File: config.mk
export PLATFORM = sky130hd
export DESIGN_NAME = k2_program_system
export DESIGN_NICKNAME = d
export VERILOG_FILES = /design/src/rtl/k2_program_system.sv
export SDC_FILE = /design/constraint.sdc
export NUM_CORES = 1
export LEC_CHECK = 0
export CAP_MARGIN = 20
export CORE_AREA = 2 2 207 209
export CTS_CLUSTER_DIAMETER = 80
export DETAILED_ROUTE_END_ITERATION = 8
export DIE_AREA = 0 0 209 211
export PLACE_DENSITY = 0.58
export SETUP_SLACK_MARGIN = 0.1
export SYNTH_ARGS = -nofsm -noshare
export SYNTH_HDL_FRONTEND = slang
export SYNTH_SLANG_ARGS = --single-unit
File: constraint.sdc
create_clock -name clk -period 8.7 [get_ports clk]
set_clock_uncertainty 0.2 [all_clocks]
set_input_delay 2.61 -clock clk [delete_from_list [all_inputs] [get_ports clk]]
set_output_delay 2.61 -clock clk [all_outputs]
set_load 0.01 [all_outputs]
File: src/rtl/k2_program_system.sv
// K2 core wrapped with a writable program RAM, a run-control FSM and a change-triggered Ro trace FIFO.
// Trace entries appear one cycle after capture; a full FIFO drops captures and raises sticky overflow.

// Tiny K2-style core: LDI/ADD/OUT/JMP/JC over Ra, Rb, Ro with a 4-bit program counter.
// One instruction per cycle; no backpressure, held in async reset while rst_n is low.
module K2_processor #(
  parameter int BITS = 8
) (
  input  logic            clk,
  input  logic            rst_n,
  input  logic [7:0]      instruction_data,
  output logic [3:0]      ProgramAddress,
  output logic [BITS-1:0] Ro
);
  logic [BITS-1:0] ra, rb;
  logic            carry;
  logic [BITS:0]   sum;

  assign sum = {1'b0, ra} + {1'b0, rb};

  always_ff @(posedge clk or negedge rst_n) begin
    if (!rst_n) begin
      ProgramAddress <= '0;
      ra             <= '0;
      rb             <= '0;
      Ro             <= '0;
      carry          <= 1'b0;
    end else begin
      ProgramAddress <= ProgramAddress + 4'd1;
      case (instruction_data[7:6])
        2'b00: Ro <= instruction_data[4] ? rb : ra;
        2'b01: begin
          if (instruction_data[5]) rb <= sum[BITS-1:0];
          else                     ra <= sum[BITS-1:0];
          carry <= sum[BITS];
        end
        2'b10: begin
          if (instruction_data[4]) rb <= BITS'(instruction_data[3:0]);
          else                     ra <= BITS'(instruction_data[3:0]);
        end
        default: begin
          // bit 4 selects the carry-conditional form
          if (!instruction_data[4] || carry) ProgramAddress <= instruction_data[3:0];
        end
      endcase
    end
  end
endmodule

// Generic first-word-fall-through FIFO with synchronous clear.
// Data visible one cycle after write; wr_rdy stays high when full if a read happens the same cycle.
module fifo #(
  parameter int WIDTH = 8,
  parameter int DEPTH = 16
) (
  input  logic             clk,
  input  logic             rst,
  input  logic             clr,
  input  logic             wr_vld,
  input  logic [WIDTH-1:0] wr_dat,
  output logic             wr_rdy,
  output logic             rd_vld,
  output logic [WIDTH-1:0] rd_dat,
  input  logic             rd_rdy
);
  localparam int AW = $clog2(DEPTH);

  logic [WIDTH-1:0] mem [DEPTH];
  logic [AW:0]      wr_ptr, rd_ptr;
  logic             full, empty, do_wr, do_rd;

  assign empty  = (wr_ptr == rd_ptr);
  assign full   = (wr_ptr[AW] != rd_ptr[AW]) && (wr_ptr[AW-1:0] == rd_ptr[AW-1:0]);
  assign rd_vld = !empty;
  assign rd_dat = mem[rd_ptr[AW-1:0]];
  assign do_rd  = rd_rdy && !empty;
  assign wr_rdy = !full || do_rd;
  assign do_wr  = wr_vld && wr_rdy;

  always_ff @(posedge clk or posedge rst) begin
    if (rst) begin
      wr_ptr <= '0;
      rd_ptr <= '0;
    end else if (clr) begin
      wr_ptr <= '0;
      rd_ptr <= '0;
    end else begin
      if (do_wr) wr_ptr <= wr_ptr + (AW+1)'(1);
      if (do_rd) rd_ptr <= rd_ptr + (AW+1)'(1);
    end
  end

  always_ff @(posedge clk) begin
    if (do_wr && !clr) mem[wr_ptr[AW-1:0]] <= wr_dat;
  end
endmodule

// Run-control top: IDLE/RUN/DONE, core released only in RUN, Ro changes pushed to the trace FIFO.
// Trace latency one cycle; trace_ready backpressure fills the FIFO, then captures drop with overflow set.
module k2_program_system #(
  parameter int BITS        = 8,
  parameter int ADDR_W      = 4,
  parameter int TRACE_DEPTH = 16,
  parameter int CYCLE_W     = 16
) (
  input  logic               clk,
  input  logic               rst,
  input  logic               prog_we,
  input  logic [ADDR_W-1:0]  prog_addr,
  input  logic [7:0]         prog_data,
  input  logic               start,
  input  logic               stop,
  input  logic [CYCLE_W-1:0] max_cycles,
  output logic               busy,
  output logic               done,
  output logic [BITS-1:0]    Ro,
  output logic [CYCLE_W-1:0] cycle_count,
  output logic [BITS-1:0]    trace_data,
  output logic               trace_valid,
  input  logic               trace_ready,
  output logic               trace_overflow
);
  typedef enum logic [1:0] {IDLE, RUN, DONE} state_t;

  state_t              state, state_n;
  logic [7:0]          prog_mem [2**ADDR_W];
  logic                core_rst_n;
  logic [3:0]          core_addr;
  logic [BITS-1:0]     core_ro, last_ro;
  logic                first_q, launch, capture, trace_wr_rdy;
  logic [CYCLE_W-1:0]  max_q;

  always_ff @(posedge clk) begin
    if (prog_we && state != RUN) prog_mem[prog_addr] <= prog_data;
  end

  K2_processor #(.BITS(BITS)) u_core (
    .clk              (clk),
    .rst_n            (core_rst_n),
    .instruction_data (prog_mem[ADDR_W'(core_addr)]),
    .ProgramAddress   (core_addr),
    .Ro               (core_ro)
  );

  always_comb begin
    state_n = state;
    launch  = 1'b0;
    case (state)
      IDLE, DONE: begin
        if (start) begin
          state_n = RUN;
          launch  = 1'b1;
        end
      end
      RUN: begin
        if (stop || (max_q != '0 && cycle_count + CYCLE_W'(1) == max_q)) state_n = DONE;
      end
      default: state_n = IDLE;
    endcase
  end

  assign busy    = (state == RUN);
  assign done    = (state == DONE);
  assign capture = (state == RUN) && (first_q || core_ro != last_ro);

  always_ff @(posedge clk or posedge rst) begin
    if (rst) begin
      state          <= IDLE;
      core_rst_n     <= 1'b0;
      cycle_count    <= '0;
      max_q          <= '0;
      first_q        <= 1'b0;
      last_ro        <= '0;
      Ro             <= '0;
      trace_overflow <= 1'b0;
    end else begin
      state      <= state_n;
      core_rst_n <= (state_n == RUN);
      if (launch) begin
        cycle_count    <= '0;
        max_q          <= max_cycles;
        first_q        <= 1'b1;
        trace_overflow <= 1'b0;
      end else if (state == RUN) begin
        if (cycle_count != '1) cycle_count <= cycle_count + CYCLE_W'(1);
        first_q <= 1'b0;
        if (capture) begin
          last_ro <= core_ro;
          Ro      <= core_ro;
        end
        if (capture && !trace_wr_rdy) trace_overflow <= 1'b1;
      end
    end
  end

  fifo #(.WIDTH(BITS), .DEPTH(TRACE_DEPTH)) u_trace (
    .clk    (clk),
    .rst    (rst),
    .clr    (launch),
    .wr_vld (capture),
    .wr_dat (core_ro),
    .wr_rdy (trace_wr_rdy),
    .rd_vld (trace_valid),
    .rd_dat (trace_data),
    .rd_rdy (trace_ready)
  );
endmodule

==> run summary <==
average cell area after synthesis = 15.8 µm²
number of max-slew violations in the final report = 0
maximum vdd ir drop = 0.000178 V
max-capacitance violation count = 0
Yosys reg bits = 340
normalized max-slew margin = 0.286
PostCTS Resize Cnt = 0
leakage power = 0.00592 µW
number of placement rows = 75
area delta synth->final = 16.8%
largest net degree at the start of global routing = 56
warnings from Yosys = 0
RSZ-0062 raised after global routing = no
Remaining DRCs = 0
Yosys top cell by area = edfxtp_1
result of the run = complete, no violations
area share of the largest cell type after synthesis = 0.529
kind of capture point of the worst setup path = output port
TritonCTS buffer count = 37
clock period minus final worst setup slack = 5.98 ns
routed wire length per instance = 19.6 µm
latest clock arrival within the worst-skew pair = 0.52 ns
H-Tree Depth = 2
clock sinks = 340
Least-Margin Pin Slew = 1.07 ns
crit start category = register
crit-path max cell delay = 0.57 ns
synth unique cells = 54
proportion of layout cells with a drive suffix above 1 = 0.170
beginning of the critical path = u_trace.rd_ptr[0]
data arrival time at the worst-slack endpoint = 3.17 ns
global-route usage over all layers = 0.143
Setup Fix Bufs, Post-CTS = 0
# diodes = 0
vias = 7910
Syn Nets = 972
post-synthesis cell count = 918
number of global-route vias before repair = 8255
final hold violation count = 0
worst-path cell with the longest stage delay = mux4_2
number of enable flip-flop cells after synthesis = 256
Clock Pin Slew Worst Setup and Hold Paths = 0.06 ns
IO Count = 70
class of the tightest hold or removal check = register to async pin
startpoint of the worst-slack reg-to-reg timing path = u_core.ProgramAddress[0]
global-route wire length before repair = 48.6 mm
achievable clock frequency = 167 MHz
most common cell after layout, fill and taps aside = edfxtp_1
top library cells by usage in the layout, fill and taps aside = 256 x edfxtp_1, 108 x nand2_1, 82 x dfrtp_1, 80 x mux4_2, 69 x clkdlybuf4s50_1
Primary FF master, synth = edfxtp_1
kind of cell adding the most delay to the critical path = multiplexers
part of the cycle the worst path needs = 0.687
Remaining Overflow, GRT = 0
number of violations reported at the end of detailed-routing iteration 0 = 725
Mapped Area = 0.0145 mm²
HPWL after detailed placement = 20.0 mm
portion of the post-synthesis area used by sequential elements = 0.673
total power consumption of the routed design = 5610 µW
height of the chip = 211 µm
Initial Utilization = 0.348
post-route ant nets = 0
length of the first detailed-routing pass in iterations = 5
most prevalent standard cell on the critical path = mux4_2
number of buffers added on ports = 69
final RePlAce weighted congestion = 0.800
Setup CP Type = register to output port
number of buffers added to fix hold violations after cts = 0
Async SR Flop Fraction = 0.247
total power per unit cell area = 330 mW/mm²
maximum root-to-sink buffer count = 3
Placeable Area = 0.0418 mm²
maximum fanout along the worst path = 26
number of setup violations in the final report = 0
Post-Route WL = 30.5 mm
list of cells traversed by the critical path = buf_4, mux4_2, mux4_2, clkdlybuf4s50_1
width of the die = 209 µm
via density per instance = 5.08
cell types occupying the most area after synthesis = edfxtp_1 53%, dfrtp_1 14%, mux4_2 12%
initial antenna violation count = 0
die outline area = 0.0441 mm²
Crit path required time = 5.89 ns
worst path buffer plus inverter count = 2
clock tree from TritonCTS = done
Total Nets Final = 1046
sum of negative setup slack = 0 ns
clock tree root driver cell = clkbuf_16
state kept, by name (all words and copies together), names as in the netlist:
| register | cells |
|---|---|
| u_trace.wr_ptr | 5 |
| prog_mem | 128 |
| state | 2 |
| u_core.ra | 8 |
| max_q | 16 |
| u_core.Ro | 8 |
| core_rst_n | 1 |
| u_trace.mem | 128 |
| u_core.carry | 1 |
| u_core.rb | 8 |
| last_ro | 8 |
| first_q | 1 |
| cycle_count | 16 |
| u_core.ProgramAddress | 4 |
| u_trace.rd_ptr | 5 |
| trace_overflow | 1 |
where the power goes:
part | internal [µW] | switching (µW) | leakage (µW) | total [µW]
Sequential | 2010 | 269 | 0.00336 | 2280
Clock | 877 | 612 | 0.000571 | 1490
Combinational | 928 | 909 | 0.00199 | 1840
Total | 3820 | 1790 | 0.00592 | 5610
cell usage after synthesis (all sizes together) (4+ instances only):
library cell	instances
a21o	4
a21oi	17
a31oi	6
and2	4
and3	4
buf	17
clkbuf	30
dfrtp	84
edfxtp	256
ha	19
inv	16
mux2	15
mux2i	10
mux4	80
nand2	108
nand2b	8
nand3	12
nand4	13
nor2	65
nor2b	4
nor3	16
nor4	11
o21a	4
o21ai	37
o31ai	7
xnor2	17
xor2	28
final cells by class:
cell class,count,area [µm²]
clock buffers,51,1050
clock inverters,15,106
fillers,3751,24800
inverters,16,60.1
multi-input cells,515,4510
flip-flops and latches,340,9790
well taps,539,674
repair buffers,82,788
stage by stage:
stage | util | setup slack, ns | instance area [µm²] | std cells | hold WS [ns]
3_3_place_gp | 0.379 | 3.23 | 15800 | 1492 | 0.0795
6_report | 0.407 | 2.72 | 17000 | 1558 | 0.0657
5_1_grt | 0.407 | 2.52 | 17000 | 1558 | 0.133
2_1_floorplan | - | 3.60 | 14500 | 918 | 0.174
3_5_place_dp | 0.379 | 3.21 | 15800 | 1492 | 0.0848
4_1_cts | 0.407 | 2.65 | 17000 | 1558 | 0.0874
metal layers:
metal | track usage | share of wire | up-vias
met2 | 0.244 | 0.50 | 177
li1 | - | - | 3656
met4 | 0.0340 | 0.017 | 0
met3 | 0.0220 | 0.047 | 35
met5 | 0 | 0 | -
met1 | 0.193 | 0.44 | 4042
path summary, 6_finish.rpt:
path	to	slack, ns	depth (start not counted)
worst max register to register	u_core.rb[3]	4.83	7
worst max-delay path	trace_data[5]	2.72	4
worst min-delay path	u_core.Ro[2]	0.07	1
min in group clk	first_q	0.28	2
max in group asynchronous	cycle_count[13]	5.38	3
worst min register to register	u_core.Ro[2]	0.07	1
cell families (layout without fill, tap and decap cells):
logic type	Yosys count	count (layout)	share of synthesized area
and+or+nand+nor	255	255	0.0793
DFF	340	340	0.673
buffers and inverters	63	164	0.0197
adders and majority gates	20	20	0.0177
muxes	105	105	0.142
AOI/OAI and AO/OA	88	88	0.0373
xor gates and xnor gates	47	47	0.0303
worst register-to-register path: cells and delay by family, from the launching register on:
family,cells,cell delay [ns]
buf+inv,2,0.66
compound gates,1,0.47
fa+ha+maj,1,0.51
flops,1,0.34
mux,3,1.56
Note: power is estimated with default switching activity, not from simulation.
